`src/rtl/qlink_pkg.sv`:
```
// Shared definitions for the qlink receiver: decoder FSM states and default timing constants.
`timescale 1ns/1ps
package qlink_pkg;

  typedef enum logic [2:0] {
    IDLE  = 3'd0,
    START = 3'd1,
    GAP   = 3'd2,
    RX    = 3'd3,
    DONE  = 3'd4
  } qlink_state_e;

  localparam int QLINK_DIV       = 8;
  localparam int QLINK_T_LOW     = 5 * QLINK_DIV;
  localparam int QLINK_T_TIMEOUT = 30000;

endpackage

```
`src/rtl/qlink_fifo.sv`:
```
// Output FIFO for decoded words: head word on data_o, drops and flags overflow when full.
`timescale 1ns/1ps
module qlink_fifo #(
  parameter int DATA_W = 8,
  parameter int DEPTH  = 4
) (
  input  logic                     clk_i,
  input  logic                     rst_ni,
  input  logic                     push_i,
  input  logic [DATA_W-1:0]        push_data_i,
  input  logic                     ready_i,
  input  logic                     ovf_clr_i,
  output logic [DATA_W-1:0]        data_o,
  output logic                     valid_o,
  output logic [$clog2(DEPTH):0]   level_o,
  output logic                     overflow_o
);

  localparam int AW = $clog2(DEPTH);
  localparam logic [AW:0] FULL = (AW+1)'(DEPTH);

  logic [DATA_W-1:0] mem_q [DEPTH];
  logic [AW-1:0]     wr_ptr_q, rd_ptr_q;
  logic [AW:0]       cnt_q, cnt_d;
  logic              ovf_q;
  logic              pop, wr_en;

  // valid/ready: a word transfers on every cycle where valid_o && ready_i;
  // data_o holds while valid_o is high and ready_i is low.
  assign pop   = (cnt_q != '0) && ready_i;
  assign wr_en = push_i && ((cnt_q != FULL) || pop);

  always_comb begin
    cnt_d = cnt_q;
    if (wr_en && !pop)      cnt_d = cnt_q + 1'b1;
    else if (!wr_en && pop) cnt_d = cnt_q - 1'b1;
  end

  always_ff @(posedge clk_i or negedge rst_ni) begin
    if (!rst_ni) begin
      wr_ptr_q <= '0;
      rd_ptr_q <= '0;
      cnt_q    <= '0;
      ovf_q    <= 1'b0;
    end else begin
      if (wr_en) wr_ptr_q <= wr_ptr_q + 1'b1;
      if (pop)   rd_ptr_q <= rd_ptr_q + 1'b1;
      cnt_q <= cnt_d;
      // A drop in the same cycle as a clear wins, so the event is never lost.
      if (push_i && !wr_en) ovf_q <= 1'b1;
      else if (ovf_clr_i)   ovf_q <= 1'b0;
    end
  end

  always_ff @(posedge clk_i) begin
    if (wr_en) mem_q[wr_ptr_q] <= push_data_i;
  end

  assign data_o     = mem_q[rd_ptr_q];
  assign valid_o    = (cnt_q != '0);
  assign level_o    = cnt_q;
  assign overflow_o = ovf_q;

endmodule

```
`src/rtl/qlink_rx.sv`:
```
// Pulse-width quasi-UART receiver: short high pulse = 1, long = 0, MSB first, into a FIFO.
// Define QLINK_RX_PARITY_EN to require a trailing even-parity bit on each frame.
`timescale 1ns/1ps
module qlink_rx import qlink_pkg::*; #(
  parameter int DATA_W    = 8,
  parameter int DEPTH     = 4,
  parameter int DIV       = QLINK_DIV,
  parameter int T_LOW     = 5 * DIV,
  parameter int T_TIMEOUT = QLINK_T_TIMEOUT,
  parameter int CTR_W     = 16
) (
  input  logic                   sys_clk,
  input  logic                   sys_rstn,
  input  logic                   gpio,
  output logic [DATA_W-1:0]      out_data,
  output logic                   out_valid,
  input  logic                   out_ready,
  output logic [$clog2(DEPTH):0] level,
  output logic                   overflow,
  input  logic                   ovf_clr,
  output logic                   frame_err,
  output qlink_state_e           state_dbg_o
);

  localparam int IW = $clog2(DATA_W + 2);
  localparam logic [CTR_W-1:0] T_LOW_C = CTR_W'(T_LOW);
  localparam logic [CTR_W-1:0] T_TO_C  = CTR_W'(T_TIMEOUT);
`ifdef QLINK_RX_PARITY_EN
  localparam logic [IW-1:0] PAR_IDX  = IW'(DATA_W);
`else
  localparam logic [IW-1:0] LAST_IDX = IW'(DATA_W - 1);
`endif

  qlink_state_e      state_q, state_d;
  logic [CTR_W-1:0]  cnt_q, cnt_d, cnt_inc;
  logic [IW-1:0]     idx_q, idx_d;
  logic [DATA_W-1:0] shift_q, shift_d;
  logic              meta_q, sync_q, prev_q;
  logic              ferr_q, ferr_d;
  logic              push;
  logic              rise, fall, pulse_bit, timeout;

  assign rise      = sync_q & ~prev_q;
  assign fall      = ~sync_q & prev_q;
  assign cnt_inc   = (&cnt_q) ? cnt_q : cnt_q + 1'b1;
  assign pulse_bit = (cnt_q < T_LOW_C);
  assign timeout   = (cnt_q >= T_TO_C);

  always_comb begin
    state_d = state_q;
    cnt_d   = cnt_q;
    idx_d   = idx_q;
    shift_d = shift_q;
    ferr_d  = 1'b0;
    push    = 1'b0;
    case (state_q)
      IDLE: begin
        if (rise) begin
          state_d = START;
          cnt_d   = '0;
          idx_d   = '0;
          shift_d = '0;
        end
      end
      START: begin
        cnt_d = cnt_inc;
        if (fall) begin
          state_d = GAP;
          cnt_d   = '0;
        end else if (timeout) begin
          state_d = IDLE;
          ferr_d  = 1'b1;
        end
      end
      GAP: begin
        cnt_d = cnt_inc;
        if (rise) begin
          state_d = RX;
          cnt_d   = '0;
        end else if (timeout) begin
          state_d = IDLE;
          ferr_d  = 1'b1;
        end
      end
      RX: begin
        cnt_d = cnt_inc;
        if (fall) begin
          cnt_d = '0;
`ifdef QLINK_RX_PARITY_EN
          // Even parity: the parity pulse must equal the XOR of the data bits.
          if (idx_q == PAR_IDX) begin
            if ((^shift_q) == pulse_bit) begin
              state_d = DONE;
            end else begin
              state_d = IDLE;
              ferr_d  = 1'b1;
            end
          end else begin
            shift_d = DATA_W'({shift_q, pulse_bit});
            idx_d   = idx_q + 1'b1;
            state_d = GAP;
          end
`else
          shift_d = DATA_W'({shift_q, pulse_bit});
          idx_d   = idx_q + 1'b1;
          state_d = (idx_q == LAST_IDX) ? DONE : GAP;
`endif
        end else if (timeout) begin
          state_d = IDLE;
          ferr_d  = 1'b1;
        end
      end
      DONE: begin
        push    = 1'b1;
        state_d = IDLE;
      end
      default: state_d = IDLE;
    endcase
  end

  always_ff @(posedge sys_clk or negedge sys_rstn) begin
    if (!sys_rstn) begin
      meta_q  <= 1'b0;
      sync_q  <= 1'b0;
      prev_q  <= 1'b0;
      state_q <= IDLE;
      cnt_q   <= '0;
      idx_q   <= '0;
      shift_q <= '0;
      ferr_q  <= 1'b0;
    end else begin
      meta_q  <= gpio;
      sync_q  <= meta_q;
      prev_q  <= sync_q;
      state_q <= state_d;
      cnt_q   <= cnt_d;
      idx_q   <= idx_d;
      shift_q <= shift_d;
      ferr_q  <= ferr_d;
    end
  end

  assign frame_err   = ferr_q;
  assign state_dbg_o = state_q;

  qlink_fifo #(
    .DATA_W (DATA_W),
    .DEPTH  (DEPTH)
  ) u_fifo (
    .clk_i       (sys_clk),
    .rst_ni      (sys_rstn),
    .push_i      (push),
    .push_data_i (shift_q),
    .ready_i     (out_ready),
    .ovf_clr_i   (ovf_clr),
    .data_o      (out_data),
    .valid_o     (out_valid),
    .level_o     (level),
    .overflow_o  (overflow)
  );

endmodule
```
`config.mk`:
```
export PLATFORM = sky130hd
export DESIGN_NAME = qlink_rx
export DESIGN_NICKNAME = d
export VERILOG_FILES = /design/src/rtl/qlink_pkg.sv /design/src/rtl/qlink_fifo.sv /design/src/rtl/qlink_rx.sv
export SDC_FILE = /design/constraint.sdc
export NUM_CORES = 1
export LEC_CHECK = 0
export BUFFER_PORTS_ARGS = -buffer_cell sky130_fd_sc_hd__buf_2
export CELL_PAD_IN_SITES_DETAIL_PLACEMENT = 1
export CELL_PAD_IN_SITES_GLOBAL_PLACEMENT = 1
export CORE_MARGIN = 5
export CORE_UTILIZATION = 30
export DETAILED_ROUTE_END_ITERATION = 10
export PLACE_DENSITY_LB_ADDON = 0.2
export SKIP_LAST_GASP = 1
export SLEW_MARGIN = 25
export SYNTH_ARGS = -nofsm -noshare
export SYNTH_HDL_FRONTEND = slang
export SYNTH_SLANG_ARGS = --single-unit
```
`constraint.sdc`:
```
create_clock -name sys_clk -period 2.05 [get_ports sys_clk]
set_input_delay 0.1025 -clock sys_clk [delete_from_list [all_inputs] [get_ports sys_clk]]
set_output_delay 0.1025 -clock sys_clk [all_outputs]
set_load 0.01 [all_outputs]
```
---- Word level (Yosys, flattened, before mapping) ----
Memory sizes are Yosys's and may differ from the RTL's.
Index checks and enable logic that the tools add are counted.
operators by class
  add/sub/neg operators ................... 6
  order comparisons ....................... 2
  eq/ne operators ......................... 8
  mux-type cells .......................... 29
  bitwise gates (word level) .............. 4
  reduce and logical (&&, ||, !) cells .... 18
operators by type and width
  cell                   count
  $mux 16                4
  $pmux 16 s3            1
  $mux 3                 8
  $add 16x1->16 const B  1
  $ge 16x15->1 const B   1
  $lt 16x6->1 const B    1
  $mux 8                 2
  $pmux 8 s2             1
  $reduce_and 16->1      1
  $pmux 3 s4             1
  $mux 1                 8
  $mux 4                 2
  $pmux 4 s2             1
  $eq 3x2->1 const B     2
  $reduce_bool 2->1      3
  $reduce_bool 3->1      2
  $logic_and 1x1->1      5
  $add 2x1->2 const B    2
  $add 4x1->4 const B    1
  $eq 4x3->1 const B     1
  $ne 2x2->1 const B     2
  $add 3x1->3 const B    1
  $eq 3x1->1 const B     1
  $eq 3x3->1 const B     1
  11 further kinds       14
storage, ports and cells
  bits in registers ....................... 43
  RAM bits ................................ 32
  output and inout bits ................... 17
  word-level logic and storage cells ...... 80
  memories ................................ 1
memories
  memory        words  width  rd ports  clocked after memory_dff  wr ports  line              source
  u_fifo.mem_q  4      8      1         0                         1         qlink_fifo.sv:22  logic [DATA_W-1:0] mem_q [DEPTH];

---- Logic depth before layout (Yosys ltp) ----
  depth in word-level cells ............... 8
  mapped depth ............................ 9
  mapped depth without buffers ............ 9

---- By module ----
A second synthesis with hierarchy kept.
unflattened totals
  cell total of the unflattened synthesis .. 293
  area, all modules ....................... 3575.9 um^2
modules (own cells, without submodules)
  module      times used  cells each  area an instance (um^2)  seq. area each (um^2)
  qlink_rx    1           212         1955.6                   875.8
  qlink_fifo  1           81          1620.3                   1161.1

---- Least setup slack after synthesis ----
No wires, ideal clock.
  path type ............................... register to register
  start ................................... reg state_q[0], in the netlist state_dbg_o[0]
  end ..................................... reg u_fifo.cnt_q[2], in the netlist u_fifo.level_o[2]
  library setup time ...................... 79 ps
  data arrival time ....................... 2070 ps
  required time ........................... 1971 ps
  slack ................................... -99 ps
  cell stages (with the launch flop) ...... 10
  buffers on the path ..................... 0
  clock period less this slack ............ 2149 ps
  cell sequence ........................... dfrtp_1 -> nor2_1 -> nand2_1 -> nor2_1 -> ha_1 -> inv_1 -> fa_1 -> xor2_1 -> nor2_1 -> xor2_1
between the ends
  word-level cells in the longest chain between the ends .. 6
  elaborated cells between the ends (all ways) .. 8
  classes of those cells .................. 1 x eq/ne; 2 x mux; 5 x reduce/logical
ends and longest elaborated chain
  item                         line              source
  from (decl)                  qlink_rx.sv:34    qlink_state_e state_q, state_d;
  from (signal assigned)       qlink_rx.sv:135   state_q <= state_d;
  $eq 3x3->1 (*)               qlink_rx.sv:56    case (state_q)
  $mux 1 (*)                   qlink_rx.sv:56
  $logic_and 1x1->1 (*)        qlink_fifo.sv:31  assign wr_en = push_i && ((cnt_q != FULL) || pop);
  net u_fifo.wr_en             qlink_fifo.sv:26  logic pop, wr_en;
  $logic_not 1->1              qlink_fifo.sv:36  else if (!wr_en && pop) cnt_d = cnt_q - 1'b1;
  $logic_and 1x1->1            qlink_fifo.sv:36
  $reduce_bool 2->1 (no line)  --
  to (signal assigned)         qlink_fifo.sv:48  cnt_q <= cnt_d;
  to (decl)                    qlink_fifo.sv:24  logic [AW:0] cnt_q, cnt_d;
Mark *: on every way through the listed nets, which the timed path passes. The rest lies on a longest branch.
A chain may end at the register's enable or synchronous reset.

---- Worst setup path in the final report ----
  start ................................... reg u_fifo.cnt_q[0], in the netlist u_fifo.level_o[0]
  end ..................................... reg u_fifo.cnt_q[1], in the netlist u_fifo.level_o[1]
between the ends
  elaborated cells between the ends (all ways) .. 14
  classes of those cells .................. 2 x add/sub; 1 x eq/ne; 2 x mux; 9 x reduce/logical
RTL lines
  item                   line              source
  $reduce_bool 3->1      qlink_fifo.sv:30  assign pop = (cnt_q != '0) && ready_i;
  $logic_and 1x1->1      qlink_fifo.sv:30
  $logic_or 1x1->1 (*)   qlink_fifo.sv:31
  $logic_and 1x1->1 (*)  qlink_fifo.sv:31
  net u_fifo.wr_en       qlink_fifo.sv:26
  $logic_and 1x1->1 (*)  qlink_fifo.sv:35  if (wr_en && !pop) cnt_d = cnt_q + 1'b1;
  $mux 3 (*)             qlink_fifo.sv:35
  net u_fifo.cnt_d[1]    qlink_fifo.sv:24
Mark *: on every way through the listed nets, which the timed path passes. The rest lies on a longest branch. The select of a mux whose other input is x is not followed.

==> insert_results.sql <==
INSERT INTO impl_metrics (metric_group, metric, value, unit) VALUES
('status', 'status', 'complete, no violations', ''),
('worst_setup_path', 'cp-end-kind', 'flip-flop', ''),
('clock_network', 'cts-root-buf', 'clkbuf_16', ''),
('grt', 'grtUsageMet2', '19.0', '%'),
('finish', 'synthesis_to_finish_area_growth', '22.1', '%'),
('clock_network', 'worst_setup_hold_path_clk_slew', '0.06', 'ns'),
('worst_setup_path', 'worst-setup-path-type', 'reg2reg', ''),
('worst_setup_path', 'maximum_fanout_along_the_worst_path', '4', ''),
('worst_setup_path', 'cpPeakStageDelay', '0.44', 'ns'),
('logic_synthesis', 'synth_seq_cells', '75', ''),
('logic_synthesis', 'synth.top_cells.by_area', 'dfrtp_1, edfxtp_1, mux4_2, nand2_1, ha_1', ''),
('routing', 'detail_route.wl_per_cell', '15.8', 'um'),
('timing', 'hold_violations', '0', ''),
('power_and_ir_drop', 'switching_share', '29.4', '%'),
('timing', 'layout_min_cycle_time', '1.99', 'ns'),
('worst_setup_path', 'regToRegEndpoint', 'u_fifo.level_o[1]', ''),
('logic_synthesis', 'ys_types', '52', ''),
('routing', 'vias_per_cell', '4.95', ''),
('worst_setup_path', 'endpoint_arrival_time_on_the_critical_path', '2.21', 'ns'),
('timing', 'totalNegativeSetupSlack', '0', 'ns'),
('die', 'die-area', '13600', 'sq um'),
('logic_synthesis', 'number_of_flops_mapped_to_enable_cells_by_yosys', '32', ''),
('finish', 'fill_cells', '1253', ''),
('clock_network', 'cts_sinks', '75', ''),
('worst_setup_path', 'r2r_start', 'u_fifo.level_o[0]', ''),
('finish', 'layout.nets', '340', ''),
('min_path', 'min_to', 'u_fifo.rd_ptr_q[0]', ''),
('worst_setup_path', 'critPathSlowestCell', 'fa_2', ''),
('clock_network', 'total_cts_buffers', '9', ''),
('timing', 'achievable-frequency', '0.503', 'GHz'),
('die', 'floorplan.rows', '39', ''),
('power_and_ir_drop', 'pwr-share-comb', '20.8', '%'),
('grt', 'highest_utilization_routing_layer_at_the_global_route_stage', 'met2', ''),
('grt', 'first_global_vias', '2491', ''),
('place', 'port_buffers', '21', ''),
('logic_synthesis', 'async_flop_share', '57.3', '%'),
('grt', 'maximum_number_of_pins_on_one_net_before_global_route_repair', '21', ''),
('timing', 'max_slew.worst_pin.slew', '0.469', 'ns'),
('die', 'initial_utilization', '30.2', '%'),
('grt', 'grt_pass1_wl', '12.7', 'mm'),
('timing', 'setup_viol_count_final', '0', ''),
('timing', 'timing.max_slew.rel_slack', '68.8', '%'),
('die', 'die_width', '117', 'um'),
('min_path', 'hold-path-cell-count', '3', ''),
('routing', 'ant_nets', '0', ''),
('timing', 'fin_crit_sh', '96.9', '%'),
('die', 'die_y', '117', 'um'),
('worst_setup_path', 'worst_ep_required_time', '2.27', 'ns'),
('worst_setup_path', 'timing.critical_path.cells', 'nor4b_4 > nor2_2 > ha_4 > inv_1 > fa_2 > mux2_2', ''),
('worst_setup_path', 'setup.worst_path.start_class', 'flip-flop', ''),
('logic_synthesis', 'synth_top_area_cell', 'dfrtp_1', ''),
('power_and_ir_drop', 'p_per_area', '1030', 'nW/um^2'),
('routing', 'routed_wl', '7.51', 'mm'),
('power_and_ir_drop', 'pwr-share-clk', '35.1', '%'),
('routing', 'vias', '2349', ''),
('place', 'gp_congestion', '0.785', ''),
('routing', 'firstDrtPassIters', '5', ''),
('min_path', 'tightest_hold_check_type', 'in2reg', ''),
('die', 'io-pin-count', '22', ''),
('clock_network', 'cts_htree_levels', '3', ''),
('worst_setup_path', 'reg2reg_setup_slack', '0.06', 'ns'),
('logic_synthesis', 'seq_area_frac_synth', '59.8', '%'),
('routing', 'remaining_drc_errors', '0', ''),
('clock_network', 'insertion_delay', '0.34', 'ns'),
('finish', 'antennaDiodeCount', '0', ''),
('grt', 'groute.layer.met1.usage', '16.4', '%'),
('logic_synthesis', 'post_synthesis_net_count', '295', ''),
('logic_synthesis', 'ys_warn_count', '0', ''),
('worst_setup_path', 'count_of_cells_along_the_worst_register_to_register_path', '6', ''),
('logic_synthesis', 'yosysTopAreaCellShare', '31.6', '%'),
('routing', 'drt-initial-drc-count', '109', '');
-- timing repair --
| action | in CTS | in global routing |
|---|---|---|
| pin swaps | 2 | 5 |
| buffers inserted | 2 | 0 |
| gates resized for setup | 4 | 2 |
| hold buffers | 3 | 0 |
| hold endpoints to repair | 20 | 0 |
| endpoints found under the setup margin | 2 | 1 |
-- cells in the final DEF, fill, tap and decap left out, types with 7 or more instances in the layout --
master,netlist,final
dfrtp_1,43,42
edfxtp_1,32,32
nand2_1,27,26
buf_4,1,23
buf_2,4,21
nor2_1,22,20
nand3_1,16,16
o21ai_0,15,15
a21oi_1,11,11
nand4_1,9,9
clkbuf_16,0,9
mux4_2,8,8
inv_1,7,7
xor2_1,7,7
-- sequential cells by signal, indices dropped and copies added (netlist names) --
| name | flops |
|---|---|
| frame_err | 1 |
| prev_q | 1 |
| shift_q | 8 |
| u_fifo.rd_ptr_q | 2 |
| u_fifo.level_o | 3 |
| u_fifo.wr_ptr_q | 2 |
| idx_q | 4 |
| u_fifo.mem_q | 32 |
| meta_q | 1 |
| sync_q | 1 |
| cnt_q | 16 |
| u_fifo.overflow_o | 1 |
| state_dbg_o | 3 |
-- metal layers --
metal,vias to the layer above,part of all wire [%],wire (um)
met2,38,47,3510
met1,1175,48,3590
li1,1125,-,-
met3,11,3.8,283
met5,-,0,0
met4,0,1.7,127
-- cell type report --
class                           count  area [sq um]  share of cell area (%)
Sequential cell                    75          2040                    49.0
Multi-Input combinational cell    187          1330                    31.8
Inverter                            7          26.3                   0.632
Tap cell                          143           179                    4.30
Clock buffer                        9           225                    5.41
Clock inverter                      7          58.8                    1.41
Timing Repair Buffer               47           308                    7.40
-- how the worst max path moves through the flow --
stage	startpoint	endpoint	slack (ns)	cells past startpoint
floorplan	state_dbg_o[2]	u_fifo.level_o[2]	0.005	9
global placement	u_fifo.level_o[0]	u_fifo.level_o[2]	0.04	8
detailed placement	u_fifo.level_o[0]	u_fifo.level_o[1]	-0.03	6
CTS	u_fifo.level_o[0]	u_fifo.level_o[2]	0.002	8
global route	u_fifo.level_o[0]	u_fifo.level_o[2]	-0.007	8
finish	u_fifo.level_o[0]	u_fifo.level_o[1]	0.06	6
-- synth_stat cells, types with 2 or more instances --
library cell / number
a211oi_1: 2
a21o_1: 2
a21oi_1: 11
a41oi_1: 2
and2_1: 5
and3_1: 4
and3b_1: 2
buf_2: 4
clkbuf_1: 5
dfrtp_1: 43
edfxtp_1: 32
ha_1: 7
inv_1: 7
mux4_2: 8
nand2_1: 27
nand2b_1: 2
nand3_1: 16
nand4_1: 9
nor2_1: 22
nor3_1: 6
nor4_1: 2
o211ai_1: 2
o21ai_0: 15
o31ai_1: 4
or2_2: 2
or3_1: 4
or4_1: 2
xnor2_1: 5
xor2_1: 7
-- worst max-delay path, delay by kind of cell (launching register included) --
family | cells | cell delay (ns)
adder cells (fa/ha/maj) | 2 | 0.62
AND/OR/NAND/NOR | 2 | 0.48
flip-flops | 1 | 0.43
multiplexers | 1 | 0.26
buffers and inverters | 1 | 0.07
-- cells by family (layout without fill, tap and decap cells) --
family | Yosys count | count (layout) | synth area share (%)
xor gates and xnor gates | 12 | 12 | 3.08
buffers and inverters | 20 | 70 | 2.72
and+or+nand+nor | 112 | 112 | 17.1
DFF | 75 | 75 | 59.8
muxes | 10 | 10 | 5.91
AOI/OAI and AO/OA | 45 | 45 | 8.26
adders and majority gates | 8 | 8 | 3.16
-- per-stage QoR --
step	hold WS [ns]	instance area (sq um)	worst slack (ns)	utilization (%)	instances
final	0.102	4160	0.0634	36.9	475
after global routing	0.112	4160	-0.00709	36.9	475
after CTS	0.0634	4150	0.00230	36.8	475
after detailed placement	0.0960	3800	-0.0347	33.7	454
after global placement	0.0998	3800	0.0365	33.7	454
after floorplan	-0.193	3420	0.00481	-	282
-- power by group through the flow --
stage               clock, mW  combinational [mW]  sequential (mW)
global placement            0               0.822             1.91
floorplan                   0               0.540             1.88
detailed placement          0               0.843             1.92
global route             1.63               0.993             1.92
CTS                      1.56               0.904             1.90
finish                   1.50               0.889             1.89
(Power assumes the default switching activity.)
